**config.mk**
```make
export PLATFORM = sky130hd
export DESIGN_NAME = fetch_unit
export DESIGN_NICKNAME = d
export VERILOG_FILES = /design/src/rtl/fetch_unit.sv
export SDC_FILE = /design/constraint.sdc
export NUM_CORES = 1
export LEC_CHECK = 0
export CAP_MARGIN = 10
export CORE_MARGIN = 2
export CORE_UTILIZATION = 35
export CTS_CLUSTER_DIAMETER = 80
export DETAILED_ROUTE_END_ITERATION = 10
export PLACE_DENSITY_LB_ADDON = 0.1
export SYNTH_ARGS = -nofsm -noshare
export SYNTH_HDL_FRONTEND = slang
export SYNTH_SLANG_ARGS = --single-unit
```
**constraint.sdc**
```tcl
create_clock -name clk -period 6.3 [get_ports clk]
set_input_delay 1.26 -clock clk [delete_from_list [all_inputs] [get_ports clk]]
set_output_delay 1.26 -clock clk [all_outputs]
set_load 0.03 [all_outputs]
```
**src/rtl/fetch_unit.sv**
```systemverilog
// ---------------------------------------------------------------------------
// fetch_unit
// Instruction fetch stage of the multicycle RV32I core. Holds the fetch PC and
// the instruction register, runs a single-outstanding request/response
// handshake with instruction memory, and accepts jump/branch redirects.
//
// Ports
//   clk              clock, all state changes on the rising edge
//   rst              synchronous active-low reset
//   fetch_req        controller asks for the next instruction (seen in IDLE)
//   fetch_done       one-cycle pulse: instr/pc hold a freshly captured word
//   pc_load          redirect strobe, next fetch comes from pc_target
//   pc_target        redirect address
//   imem_req_valid   read request valid (registered)
//   imem_req_ready   memory accepts the request
//   imem_addr        request address, stable while imem_req_valid is high
//   imem_rsp_valid   response valid
//   imem_rsp_data    response instruction word
//   instr            instruction register contents
//   pc               address of the instruction held in instr
//   pc_next          pc + 4 (link value)
//   opcode/rd/rs1/rs2/funct3/funct7  fixed slices of instr
//   misaligned       sticky flag, set by a redirect with target[1:0] != 0
// ---------------------------------------------------------------------------
module fetch_unit #(
    parameter int               WIDTH    = 32,
    parameter logic [WIDTH-1:0] RESET_PC = WIDTH'(32'h0000_0000)
) (
    input  logic             clk,
    input  logic             rst,
    input  logic             fetch_req,
    output logic             fetch_done,
    input  logic             pc_load,
    input  logic [WIDTH-1:0] pc_target,
    output logic             imem_req_valid,
    input  logic             imem_req_ready,
    output logic [WIDTH-1:0] imem_addr,
    input  logic             imem_rsp_valid,
    input  logic [31:0]      imem_rsp_data,
    output logic [31:0]      instr,
    output logic [WIDTH-1:0] pc,
    output logic [WIDTH-1:0] pc_next,
    output logic [6:0]       opcode,
    output logic [4:0]       rd,
    output logic [4:0]       rs1,
    output logic [4:0]       rs2,
    output logic [2:0]       funct3,
    output logic [6:0]       funct7,
    output logic             misaligned
);

    typedef enum logic [1:0] {
        S_IDLE = 2'd0,
        S_REQ  = 2'd1,
        S_WAIT = 2'd2
    } state_e;

    localparam logic [31:0] NOP = 32'h0000_0013;

    state_e           state_q;
    logic [WIDTH-1:0] fetch_pc_q;
    logic [WIDTH-1:0] pc_q;
    logic [31:0]      ir_q;
    logic             redirect_pending_q;
    logic [WIDTH-1:0] redirect_addr_q;
    logic             misaligned_q;
    logic             fetch_done_q;
    logic             req_valid_q;

    logic [WIDTH-1:0] target_aligned_s;
    logic             target_misaligned_s;
    logic [WIDTH-1:0] fetch_pc_inc_s;

    // Redirect target alignment and sequential increment (wraps at 2^WIDTH).
    always_comb begin
        target_aligned_s    = {pc_target[WIDTH-1:2], 2'b00};
        target_misaligned_s = (pc_target[1:0] != 2'b00);
        fetch_pc_inc_s      = fetch_pc_q + WIDTH'(4);
    end

    // Fetch FSM with all registered state and outputs.
    always_ff @(posedge clk) begin
        if (!rst) begin
            state_q            <= S_IDLE;
            fetch_pc_q         <= RESET_PC;
            pc_q               <= RESET_PC;
            ir_q               <= NOP;
            redirect_pending_q <= 1'b0;
            redirect_addr_q    <= '0;
            misaligned_q       <= 1'b0;
            fetch_done_q       <= 1'b0;
            req_valid_q        <= 1'b0;
        end else begin
            fetch_done_q <= 1'b0;
            if (pc_load && target_misaligned_s) begin
                misaligned_q <= 1'b1;
            end
            case (state_q)
                S_IDLE: begin
                    // A redirect in IDLE retargets fetch_pc directly, so a
                    // simultaneous fetch_req issues to the new address.
                    if (pc_load) begin
                        fetch_pc_q <= target_aligned_s;
                    end
                    if (fetch_req) begin
                        state_q     <= S_REQ;
                        req_valid_q <= 1'b1;
                    end
                end
                S_REQ: begin
                    // fetch_pc is the in-flight address; redirects are parked.
                    if (pc_load) begin
                        redirect_pending_q <= 1'b1;
                        redirect_addr_q    <= target_aligned_s;
                    end
                    if (imem_req_ready) begin
                        state_q     <= S_WAIT;
                        req_valid_q <= 1'b0;
                    end
                end
                S_WAIT: begin
                    if (imem_rsp_valid) begin
                        ir_q <= imem_rsp_data;
                        pc_q <= fetch_pc_q;
                        // A redirect arriving on the capture cycle is the
                        // newest one and wins over a parked redirect.
                        if (pc_load) begin
                            fetch_pc_q <= target_aligned_s;
                        end else if (redirect_pending_q) begin
                            fetch_pc_q <= redirect_addr_q;
                        end else begin
                            fetch_pc_q <= fetch_pc_inc_s;
                        end
                        redirect_pending_q <= 1'b0;
                        fetch_done_q       <= 1'b1;
                        state_q            <= S_IDLE;
                    end else if (pc_load) begin
                        redirect_pending_q <= 1'b1;
                        redirect_addr_q    <= target_aligned_s;
                    end
                end
                default: begin
                    state_q     <= S_IDLE;
                    req_valid_q <= 1'b0;
                end
            endcase
        end
    end

    // fetch_pc is a register that only moves in IDLE or at capture, so it is
    // stable for the whole time imem_req_valid is high.
    assign imem_addr      = fetch_pc_q;
    assign imem_req_valid = req_valid_q;
    assign fetch_done     = fetch_done_q;
    assign misaligned     = misaligned_q;
    assign instr          = ir_q;
    assign pc             = pc_q;
    assign pc_next        = pc_q + WIDTH'(4);
    assign opcode         = ir_q[6:0];
    assign rd             = ir_q[11:7];
    assign funct3         = ir_q[14:12];
    assign rs1            = ir_q[19:15];
    assign rs2            = ir_q[24:20];
    assign funct7         = ir_q[31:25];

endmodule

```
==> out/qor.txt <==
CP Data Arrival Time = 3.17 ns
sequential share of power = 0.346
WL final = 22000 um
share of layout cells above drive strength 1 = 0.0549
sw frac = 0.360
count leader, synth = nand2_1
postcts setup bufs = 0
DRC = 0
Routed WL per cell = 17.1 um
VDD IR max = 0.213 mV
synth-to-layout area growth = 42.0%
commonest cells in the netlist = nand2_1, dfxtp_1, a21oi_1, buf_4, clkbuf_1
total negative slack = 0 ns
fin nets = 1119
EDFF count, synth = 0
CP Cell Sequence = ha_1, inv_1, nor4_1, and2_1, nand4_1, xnor2_1, clkdlybuf4s50_1
Slew HR = 0.218
syn avg cell area = 7.49 sq um
DR iter-0 viols = 540
Detailed Routing Iterations Pass 1 = 5
top-area cell type share of the netlist area = 0.389
antenna violations before repair = 0
die height = 141 um
die area = 0.0199 sq mm
CP Launch Type = register
routed via count = 6684
vias in the first global route = 5951
Root Driver = clkbuf_16
H-tree depth = 4
gr usage total = 0.219
status = finished clean
Comb power frac = 0.310
Netlist cell types = 59
max frequency = 0.226 GHz
Core Util, Final = 0.503
pwr dens = 334 mW/mm^2
final hold vios = 0
Slew @ Worst Pin = 1.17 ns
critical path class = reg2out
grt ovf = 0
largest net degree at the start of global routing = 66
Worst Clk Skew = 0.00947 ns
post-synthesis register bit count = 128
Initial Util = 0.355
met2 wire length = 10000 um
post-synth top area cell = dfxtp_1
CTS Buffer Depth = 2
RSZ-0062 raised after global routing = false
Main synth FF type = dfxtp_1
Slew Viols, Final = 0
synthesized cell area = 0.00659 sq mm
site row count = 50
Cell Int Power = 2000 uW
CTS tree = yes
Clock power frac = 0.343
PostCTS Resize Cnt = 0
CP max stage delay = 0.68 ns
hold-fix buffers at CTS = 0
first-pass GRT wire length = 34400 um
Max Cap Viol = 0
Clock transition at path regs = 0.06 ns
Tcrit/Tclk final = 0.703
Via density = 5.18
post-detailed-route count of antenna-violating nets = 0
n_diodes = 0
IO Pins = 233
critical path's slowest cell = clkdlybuf4s50_1
final setup vio count = 0
# fillers = 1871
Hold Crit Class = reg2reg
Area after DPL = 0.00871 sq mm
CP max FO = 6
WL met1 = 10200 um
Async S/R FF share, synth = 0
Power Total = 3120 uW
DIE WIDTH = 141 um
Synth area leaders = dfxtp_1, nand2_1, a21oi_1
static leakage = 0.00324 uW
Crit. End Element = output port
Seq/Total Area, Yosys = 0.389
Required @ worst endpoint = 5.04 ns
GPL Wtd Cong = 0.842
Gate Count Post-Synth = 879
clock sink count = 128
port bufs = 226
Final Cell Area = 0.00935 sq mm
top layer in use = met4
warnings from Yosys = 0
switching power = 1120 uW
WL met3 = 1380 um
Core ar. = 0.0186 sq mm
estimated wirelength of the detail-placed design = 15300 um
Clock Latency Late Sink = 0.42 ns
total CTS buffers = 17
Tmin final = 4.43 ns
==> sequential cells by signal, summed over array words and instances, names as in the netlist <==
name and count:
state_q 2, imem_addr 30, misaligned 1, pc 30
redirect_addr_q 30, fetch_done 1, redirect_pending_q 1, instr 32
imem_req_valid 1
==> logic make-up (layout without fill, tap and decap cells) <==
| kind of cell | after synthesis | after routing | share of synthesized area |
|---|---|---|---|
| AO/OA/AOI/OAI | 204 | 204 | 0.178 |
| XOR/XNOR | 35 | 35 | 0.0465 |
| adder cells (fa/ha/maj) | 6 | 6 | 0.0114 |
| buffers and inverters | 111 | 283 | 0.0910 |
| flip-flops | 128 | 128 | 0.389 |
| multiplexers | 10 | 10 | 0.0154 |
| other | 1 | 6 | 0.000569 |
| AND/OR/NAND/NOR | 384 | 384 | 0.268 |
==> final timing paths <==
| kind | slack (ns) | cells after the start | start | to |
|---|---|---|---|---|
| worst max-delay path | 1.87 | 7 | pc[2] | pc_next[24] |
| worst min-delay path | 0.45 | 2 | redirect_addr_q[27] | redirect_addr_q[27] |
| worst max register to register | 3.63 | 7 | state_q[0] | imem_addr[16] |
| worst min register to register | 0.45 | 2 | redirect_addr_q[27] | redirect_addr_q[27] |
==> metal layers <==
layer,global-route usage,vias up
li1,-,3312
met1,0.309,3086
met2,0.333,257
met3,0.0445,29
met4,0.0742,0
met5,0,-
==> metrics by stage <==
stage / instances / hold slack, ns / worst slack (ns)
detailed placement: 1258 / 0.437 / 2.27
finish: 1290 / 0.449 / 1.87
CTS: 1290 / 0.452 / 1.82
global placement: 1258 / 0.439 / 2.33
floorplan: 884 / 0.431 / 2.78
global route: 1290 / 0.467 / 1.68
==> cell type report <==
class | instances | area [sq um] | share of cell area
timing repair buffer | 238 | 2350 | 0.252
clock inverter | 9 | 154 | 0.0165
multi-input combinational | 645 | 3450 | 0.369
clock buffer | 23 | 488 | 0.0522
tap | 234 | 293 | 0.0313
inverter | 13 | 50.0 | 0.00535
sequential | 128 | 2560 | 0.274
==> power groups by stage <==
stage | logic (uW) | registers [uW] | clock network, uW
finish | 968 | 1080 | 1070
global route | 1050 | 1100 | 1120
CTS | 976 | 1080 | 1090
detailed placement | 973 | 1100 | 0
global placement | 966 | 1090 | 0
floorplan | 517 | 1180 | 0
==> layout by cell type, fill, tap and decap left out, types with 3 or more instances in the layout <==
| cell | count |
|---|---|
| a31oi_1 | 5 |
| inv_1 | 12 |
| and2_1 | 8 |
| xnor2_1 | 24 |
| nor3_1 | 9 |
| clkdlybuf4s50_1 | 226 |
| clkbuf_16 | 17 |
| a21oi_1 | 127 |
| ha_1 | 6 |
| o211ai_1 | 9 |
| mux2i_1 | 9 |
| nor2_1 | 29 |
| clkbuf_8 | 4 |
| a211oi_1 | 3 |
| nand2_1 | 233 |
| bufinv_16 | 4 |
| and4_1 | 6 |
| nand4_1 | 16 |
| nor4_1 | 8 |
| a22oi_1 | 3 |
| o21ai_0 | 29 |
| nor3b_1 | 3 |
| clkinv_2 | 3 |
| xor2_1 | 11 |
| nand2b_1 | 8 |
| a21o_1 | 3 |
| conb_1 | 6 |
| and3_1 | 11 |
| a221oi_1 | 3 |
| buf_4 | 12 |
| or3_1 | 4 |
| nand3_1 | 32 |
| dfxtp_1 | 128 |
==> critical path, delay by kind of cell (launching register included) <==
family,cells,cell delay (ns)
flip-flops,1,0.41
buffers and inverters,2,0.75
XOR/XNOR,1,0.16
adder cells (fa/ha/maj),1,0.29
AND/OR/NAND/NOR,3,1.15
(Power assumes the default switching activity.)
